===== src/rtl/wasm_operand_stack.sv =====
// Typed operand stack for the WASM core: top and second held in registers, deeper
// entries spilled to an array; sticky trap code freezes the stack until reset.
module wasm_operand_stack #(
    parameter int WIDTH      = 64,
    parameter int DEPTH_LOG2 = 4
) (
    input  logic                  clk,
    input  logic                  reset,
    input  logic                  op_valid,
    input  logic [2:0]            op,
    input  logic [WIDTH-1:0]      push_data,
    input  logic                  push_is64,
    output logic [WIDTH-1:0]      result,
    output logic                  result_is64,
    output logic [WIDTH-1:0]      second,
    output logic                  second_is64,
    output logic                  result_empty,
    output logic [DEPTH_LOG2:0]   count,
    output logic [3:0]            trap
);

    localparam int DEPTH = 2 ** DEPTH_LOG2;
    localparam int CNT_W = DEPTH_LOG2 + 1;
    localparam int ARR_N = DEPTH - 2;
    localparam logic [CNT_W-1:0] FULL = CNT_W'(DEPTH);

    localparam logic [2:0] OP_PUSH  = 3'd1;
    localparam logic [2:0] OP_POP   = 3'd2;
    localparam logic [2:0] OP_BINOP = 3'd3;
    localparam logic [2:0] OP_DUP   = 3'd4;
    localparam logic [2:0] OP_SWAP  = 3'd5;

    localparam logic [3:0] TRAP_NONE  = 4'd0;
    localparam logic [3:0] TRAP_OVER  = 4'd1;
    localparam logic [3:0] TRAP_UNDER = 4'd2;
    localparam logic [3:0] TRAP_TYPE  = 4'd3;
    localparam logic [3:0] TRAP_ILL   = 4'd4;

    // i32 entries keep only the low word so tag and value always agree
    function automatic logic [WIDTH-1:0] tag_fit(input logic [WIDTH-1:0] d, input logic is64);
        logic [WIDTH-1:0] lo_mask;
        lo_mask = WIDTH'(64'h0000_0000_FFFF_FFFF);
        return is64 ? d : (d & lo_mask);
    endfunction

    logic [WIDTH-1:0] top_p0, sec_p0, top_n, sec_n;
    logic             top64_p0, sec64_p0, top64_n, sec64_n;
    logic [CNT_W-1:0] cnt_p0, cnt_n;
    logic [3:0]       trap_p0, trap_n, fault;

    logic [WIDTH-1:0] mem   [ARR_N];
    logic             mem64 [ARR_N];
    logic             wr_en;
    logic [CNT_W-1:0] rd_full, wr_full;
    logic [WIDTH-1:0] fill_v;
    logic             fill_t;

    assign rd_full = cnt_p0 - CNT_W'(3);
    assign wr_full = cnt_p0 - CNT_W'(2);

    // Refill for second comes from the array top only while it holds entries
    always_comb begin
        fill_v = '0;
        fill_t = 1'b0;
        if (cnt_p0 >= CNT_W'(3)) begin
            fill_v = mem[rd_full[DEPTH_LOG2-1:0]];
            fill_t = mem64[rd_full[DEPTH_LOG2-1:0]];
        end
    end

    always_comb begin
        fault = TRAP_NONE;
        if (op >= 3'd6)
            fault = TRAP_ILL;
        else if (((op == OP_POP || op == OP_DUP) && cnt_p0 == '0) ||
                 ((op == OP_BINOP || op == OP_SWAP) && cnt_p0 < CNT_W'(2)))
            fault = TRAP_UNDER;
        else if (op == OP_BINOP && top64_p0 != sec64_p0)
            fault = TRAP_TYPE;
        else if ((op == OP_PUSH || op == OP_DUP) && cnt_p0 == FULL)
            fault = TRAP_OVER;
    end

    always_comb begin
        top_n   = top_p0;
        top64_n = top64_p0;
        sec_n   = sec_p0;
        sec64_n = sec64_p0;
        cnt_n   = cnt_p0;
        trap_n  = trap_p0;
        wr_en   = 1'b0;
        if (op_valid && trap_p0 == TRAP_NONE) begin
            if (fault != TRAP_NONE) begin
                trap_n = fault;
            end else begin
                case (op)
                    OP_PUSH: begin
                        top_n   = tag_fit(push_data, push_is64);
                        top64_n = push_is64;
                        sec_n   = top_p0;
                        sec64_n = top64_p0;
                        wr_en   = (cnt_p0 >= CNT_W'(2));
                        cnt_n   = cnt_p0 + CNT_W'(1);
                    end
                    OP_POP: begin
                        // second is zero whenever count<=1, so popping to empty clears top
                        top_n   = sec_p0;
                        top64_n = sec64_p0;
                        sec_n   = fill_v;
                        sec64_n = fill_t;
                        cnt_n   = cnt_p0 - CNT_W'(1);
                    end
                    OP_BINOP: begin
                        top_n   = tag_fit(push_data, push_is64);
                        top64_n = push_is64;
                        sec_n   = fill_v;
                        sec64_n = fill_t;
                        cnt_n   = cnt_p0 - CNT_W'(1);
                    end
                    OP_DUP: begin
                        sec_n   = top_p0;
                        sec64_n = top64_p0;
                        wr_en   = (cnt_p0 >= CNT_W'(2));
                        cnt_n   = cnt_p0 + CNT_W'(1);
                    end
                    OP_SWAP: begin
                        top_n   = sec_p0;
                        top64_n = sec64_p0;
                        sec_n   = top_p0;
                        sec64_n = top64_p0;
                    end
                    default: ;
                endcase
            end
        end
    end

    // Stage p0: architectural stack state
    always_ff @(posedge clk or negedge reset) begin
        if (!reset) begin
            top_p0   <= '0;
            top64_p0 <= 1'b0;
            sec_p0   <= '0;
            sec64_p0 <= 1'b0;
            cnt_p0   <= '0;
            trap_p0  <= TRAP_NONE;
        end else begin
            top_p0   <= top_n;
            top64_p0 <= top64_n;
            sec_p0   <= sec_n;
            sec64_p0 <= sec64_n;
            cnt_p0   <= cnt_n;
            trap_p0  <= trap_n;
        end
    end

    always_ff @(posedge clk) begin
        if (wr_en) begin
            mem[wr_full[DEPTH_LOG2-1:0]]   <= sec_p0;
            mem64[wr_full[DEPTH_LOG2-1:0]] <= sec64_p0;
        end
    end

    assign result       = top_p0;
    assign result_is64  = top64_p0;
    assign second       = sec_p0;
    assign second_is64  = sec64_p0;
    assign count        = cnt_p0;
    assign trap         = trap_p0;
    assign result_empty = (cnt_p0 == '0);

endmodule


===== config.mk =====
export PLATFORM = sky130hd
export DESIGN_NAME = wasm_operand_stack
export DESIGN_NICKNAME = d
export VERILOG_FILES = /design/src/rtl/wasm_operand_stack.sv
export SDC_FILE = /design/constraint.sdc
export NUM_CORES = 1
export LEC_CHECK = 0
export BUFFER_PORTS_ARGS = -buffer_cell sky130_fd_sc_hd__buf_2
export CAP_MARGIN = 20
export CORE_MARGIN = 1
export CORE_UTILIZATION = 35
export DETAILED_ROUTE_END_ITERATION = 16
export HOLD_SLACK_MARGIN = 0.03
export MAX_ROUTING_LAYER = met4
export PLACE_DENSITY = 0.52
export SYNTH_ARGS = -nofsm -noshare
export SYNTH_HDL_FRONTEND = slang
export SYNTH_SLANG_ARGS = --single-unit

===== constraint.sdc =====
create_clock -name clk -period 10.5 [get_ports clk]
set_input_delay 1.575 -clock clk [delete_from_list [all_inputs] [get_ports clk]]
set_output_delay 1.575 -clock clk [all_outputs]
set_load 0.01 [all_outputs]

Word level (Yosys, flattened, before mapping)
Memories as Yosys holds them, arrays and structs flattened.
Cells that the tools add are included.
W data, S select, Z words.

operators by class
  reduce and logical (&&, ||, !) cells = 24
  $lt $le $gt $ge = 4
  multiplexer cells = 17
  bitwise operators = 1
  add/subtract/negate cells = 4
  equal/unequal tests = 7

operators with widths
  cell                   number
  $pmux W64 S2           2
  $mux W64               2
  $ge A5 B2 Y1 const B   2
  $pmux W5 S2            1
  $reduce_and A3 Y1      3
  $reduce_or A2 Y1       4
  $sub A4 B2 Y4 const B  2
  $mux W1                7
  $eq A3 B2 Y1 const B   2
  $eq A3 B3 Y1 const B   2
  $reduce_bool A2 Y1     3
  $add A5 B1 Y5 const B  1
  $eq A5 B5 Y1 const B   1
  $logic_and A1 B1 Y1    5
  $logic_not A5 Y1       1
  $lt A5 B2 Y1 const B   1
  $sub A5 B1 Y5 const B  1
  $logic_not A4 Y1       1
  $logic_or A1 B1 Y1     4
  $mux W2                2
  $mux W4                1
  $pmux W1 S2            2
  $reduce_bool A4 Y1     1
  $eq A3 B1 Y1 const B   1
  other kinds (5)        5

storage, ports and cells
  logic and storage cells = 65
  output and inout bits = 140
  bits in writable memories = 910
  flip-flop bits (word level) = 139
  memories kept = 2

memories
  name   words  width  rd ports  clocked after memory_dff  write ports  RTL line  text
  mem    14     64     1         0                         1            51        logic [WIDTH-1:0] mem [ARR_N];
  mem64  14     1      1         0                         1            52        logic mem64 [ARR_N];

Depth between registers and ports, before layout
  depth after elaboration = 12
  mapped depth = 15

Worst setup path after synthesis
OpenSTA, ideal clock, no wires.

  kind = reg-to-reg
  from = reg cnt_p0[0], in the netlist count[0]
  to = mem mem64[12], enable pin
  path slack = 0.961 ns
  setup time = 0.649 ns
  required time = 9.851 ns
  period minus slack after synthesis = 9.539 ns
  arrival = 8.890 ns
  stages on the path, launching flop included = 13
  path through = dfrtp_1 > clkbuf_1 > buf_2 > buf_2 > buf_4 > buf_2 > inv_1 > ha_1 > or3b_1 > a211oi_4 > o21ai_0 > o211ai_1 > nor4_1

between the ends
  cells in the longest elaborated chain, start to end = 11

RTL lines
  item                                                                   RTL line  text
  from (decl)                                                            48        logic [CNT_W-1:0] cnt_p0, cnt_n;
  from (signal assigned)                                                 152       cnt_p0 <= cnt_n;
  parallel branches: the longest is 11 deep, another holds $lt A5 B2 Y1  n/a
  to (decl)                                                              52

Parallel ways; which one is timed is not known.

Final worst setup path
  from = reg cnt_p0[0], in the netlist count[0]
  to = reg sec_p0[60], in the netlist second[60]

RTL lines
  item                  RTL line  text
  $sub A4 B2 Y4         58        assign rd_full = cnt_p0 - CNT_W'(3);
  named net rd_full[0]  54        logic [CNT_W-1:0] rd_full, wr_full;
  $mem_v2 Z14 W64       n/a
  $mux W64              65        if (cnt_p0 >= CNT_W'(3)) begin
  $pmux W64 S2          96        case (op)
  to (signal assigned)  150       sec_p0 <= sec_n;
  to (decl)             46        logic [WIDTH-1:0] top_p0, sec_p0, top_n, sec_n;

The timed path passes the listed nets, and every way through them passes these cells.
A chain may end at the register's enable or synchronous reset.

==> flow_summary.ini <==
[sta]
worst_pin_slew_ns = 1.11
fmax_ghz = 0.207
period_needed_ns = 4.83
slew_violations = 0
clock_skew_ns = 0.0169
finalCritPeriodShare = 0.460
slew_headroom = 0.261
hold_viol_final = 0
finalSetupViolCount = 0
rsz0062_at_grt = no
tns_ns = 0

[clock_network]
ctsHoldBuffers = 0
clock_path_buffers = 3
cts_num_sinks = 1048
path_clk_slew_ns = 0.06
numCtsBuffers = 109
clk_latency_ns = 0.67
cts_tree = done
root_buffer = clkbuf_16
cts_resized = 0
htree_levels = 3
cts_setup_buffers = 0

[run_status]
status = complete, no violations

[routing]
wire_per_inst_um = 24.5
vias = 21402
routed_wl_mm = 99.4
drtPass1Iterations = 7
postRouteAntennaNets = 0
viasPerCell = 5.28
drt_iter0_drc = 1682
drc = 0

[critical_path]
worstPathCellList = inv_1 -> ha_4 -> buf_4 -> mux4_2 -> inv_1 -> o22ai_1 -> a221oi_1 -> o221ai_1
cp-start-kind = register
crit_fanout = 66
crit_type = register to register
crit_buf_inv = 3
crit_family = buffers and inverters
cpMostUsedCell = inv_1
crit_slowest_cell = ha_4
r2r_slack_ns = 5.67
slowest_delay_ns = 1.04
worstSetupEndpointType = register
required_ns = 11.00
arrival_ns = 5.33

[finish]
multi_input_area_um2 = 9290
nNetsFinal = 2524
seqCellArea_um2 = 30800
area_delta_synth_final_pct = 16.7
layout-drive-gt1-share = 0.258
fill_cells = 10174

[floorplan]
die_w_um = 343
start_util = 0.355
die_area_um2 = 118000
coreArea_um2 = 115000
rows = 124
io_pins = 211
die_h_um = 343

[logic_synthesis]
synth.avg_cell_area_um2 = 18.4
netlist_area_um2 = 40800
synth_seq_cells = 1048
syn_nets = 2294
ys_warn_count = 0
netlist_instances = 2213
ys_types = 48
yosys_most_used_dff = edfxtp_1
synthArstFlopShare = 0.132
synth-edff-count = 910
yosysSeqAreaShare = 0.754

[job]
max_cap_viol_count = 0

[power]
seqPwrFrac = 0.430
internal_power_w = 0.00930
p_per_area_nw_per_um2 = 290
pwr-share-comb = 0.284
leakage_nw = 16.5
power_frac_clock = 0.286
p_sw_frac = 0.327
vdd_drop_max_mv = 0.227
switching_power_w = 0.00452
total_power_w = 0.0138

[global_route]
grt_max_degree = 69
grt_pass1_wl_mm = 147
grt.total_usage = 0.175
grt_overflow = 0
antenna_found_initial = 7
first_global_vias = 22077

[placement]
dp_hpwl_mm = 55.9
gp_congestion = 0.760
io_buffers = 209

[min_path]
min_path_type = register to register
## Yosys cell counts (2+ instances only)
cell	number	area, um^2
o21ai_0	60	300
nand3_1	2	10.0
inv_1	76	285
nand2_1	239	897
buf_2	42	210
buf_4	13	97.6
edfxtp_1	910	27300
mux4_2	195	4390
nand2b_1	3	18.8
a221oi_1	65	569
clkbuf_1	77	289
nor4_1	6	37.5
o221ai_1	65	569
ha_1	9	113
a21o_1	2	15.0
mux2i_1	99	991
nor3b_1	2	15.0
nor2_1	48	180
nor4b_1	2	17.5
dfrtp_1	138	3450
o21ai_1	14	70.1
a31o_2	2	17.5
nor3_1	2	10.0
buf_1	10	37.5
o22ai_1	65	407
a21oi_1	38	190
or3_1	2	12.5
xnor2_1	7	61.3
## power by group through the flow
stage	registers (W)	clock network (W)	logic [W]
floorplan	0.00581	0	0.00255
global placement	0.00608	0	0.00395
finish	0.00594	0.00395	0.00393
global route	0.00604	0.00421	0.00426
CTS	0.00596	0.00405	0.00398
detailed placement	0.00605	0	0.00396
## worst reg2reg max path, stage by stage (launching register included)
cell and delay (ns):
dfrtp_4 0.95, inv_1 0.33, ha_4 1.04, buf_4 0.92
mux4_2 0.43, inv_1 0.06, o22ai_1 0.08, a221oi_1 0.63
o221ai_1 0.23
## logic make-up after synthesis
logic type      Yosys count  share of synthesized area
other cells               1                  0.0000919
buf+inv                 218                     0.0225
fa+ha+maj                11                    0.00350
mux                     294                      0.132
simple gates            313                     0.0308
xor+xnor                  7                    0.00150
flops                  1048                      0.754
compound gates          321                     0.0552
## placed cells by master (no fill, tap or decap), types with 3 or more instances in the layout
master	instances
clkbuf_8	6
nor2_1	39
dfrtp_1	137
inv_1	76
buf_16	8
clkbuf_1	27
buf_2	208
o221ai_1	65
buf_4	41
nor4_2	6
a221oi_1	65
mux2i_1	99
clkinv_2	23
a21oi_1	38
bufinv_16	15
clkinv_1	12
xnor2_1	7
clkbuf_16	113
o21ai_1	13
nand2b_1	3
nor2_4	9
mux4_2	195
buf_12	3
ha_1	8
inv_6	4
o21ai_0	60
o22ai_1	65
clkinvlp_4	5
nand2_1	239
edfxtp_1	910
## metrics by stage
step | setup slack (ns) | utilization | instances | area, um^2 | hold WS, ns
2_1_floorplan | 0.961 | - | 2213 | 40800 | 0.530
3_3_place_gp | 5.29 | 0.379 | 3833 | 43600 | 0.492
3_5_place_dp | 5.11 | 0.380 | 3836 | 43700 | 0.498
4_1_cts | 5.62 | 0.412 | 4043 | 47400 | 0.512
5_1_grt | 5.35 | 0.414 | 4052 | 47600 | 0.538
6_report | 5.67 | 0.414 | 4053 | 47600 | 0.503
## path summary, 6_finish.rpt
check | from | to | cells after the start
setup reg to reg | count[0]$_DFFE_PN0P_ | second[60]$_DFFE_PN0P_ | 8
max in group asynchronous | reset | count[0]$_DFFE_PN0P_ | 3
min in group asynchronous | reset | result[21]$_DFFE_PN0P_ | 1
setup / recovery | count[0]$_DFFE_PN0P_ | second[60]$_DFFE_PN0P_ | 8
hold reg to reg | result[23]$_DFFE_PN0P_ | result[23]$_DFFE_PN0P_ | 2
hold / removal | result[23]$_DFFE_PN0P_ | result[23]$_DFFE_PN0P_ | 2
## state kept, by name, indices dropped and copies added (netlist names)
name and count:
second 64, trap 3, result 64, count 5, mem 896, second_is64 1
result_is64 1, mem64 14
## final cells by class
class | instances | share of cell area
inverter | 76 | 0.00599
clock buffer | 145 | 0.0630
multi-input combinational | 947 | 0.195
timing repair buffer | 261 | 0.0345
sequential | 1048 | 0.646
clock inverter | 62 | 0.0151
tap | 1512 | 0.0397
antenna | 2 | 0.000105
## metal layers
| layer | vias to the layer above | track usage | wire [um] |
|---|---|---|---|
| met5 | - | - | 0 |
| met4 | 0 | 0.0444 | 2290 |
| met3 | 141 | 0.0426 | 7430 |
| met2 | 630 | 0.260 | 45400 |
| met1 | 11286 | 0.241 | 44300 |
| li1 | 9345 | - | - |
No activity file was read; power rests on OpenSTA's default activity.
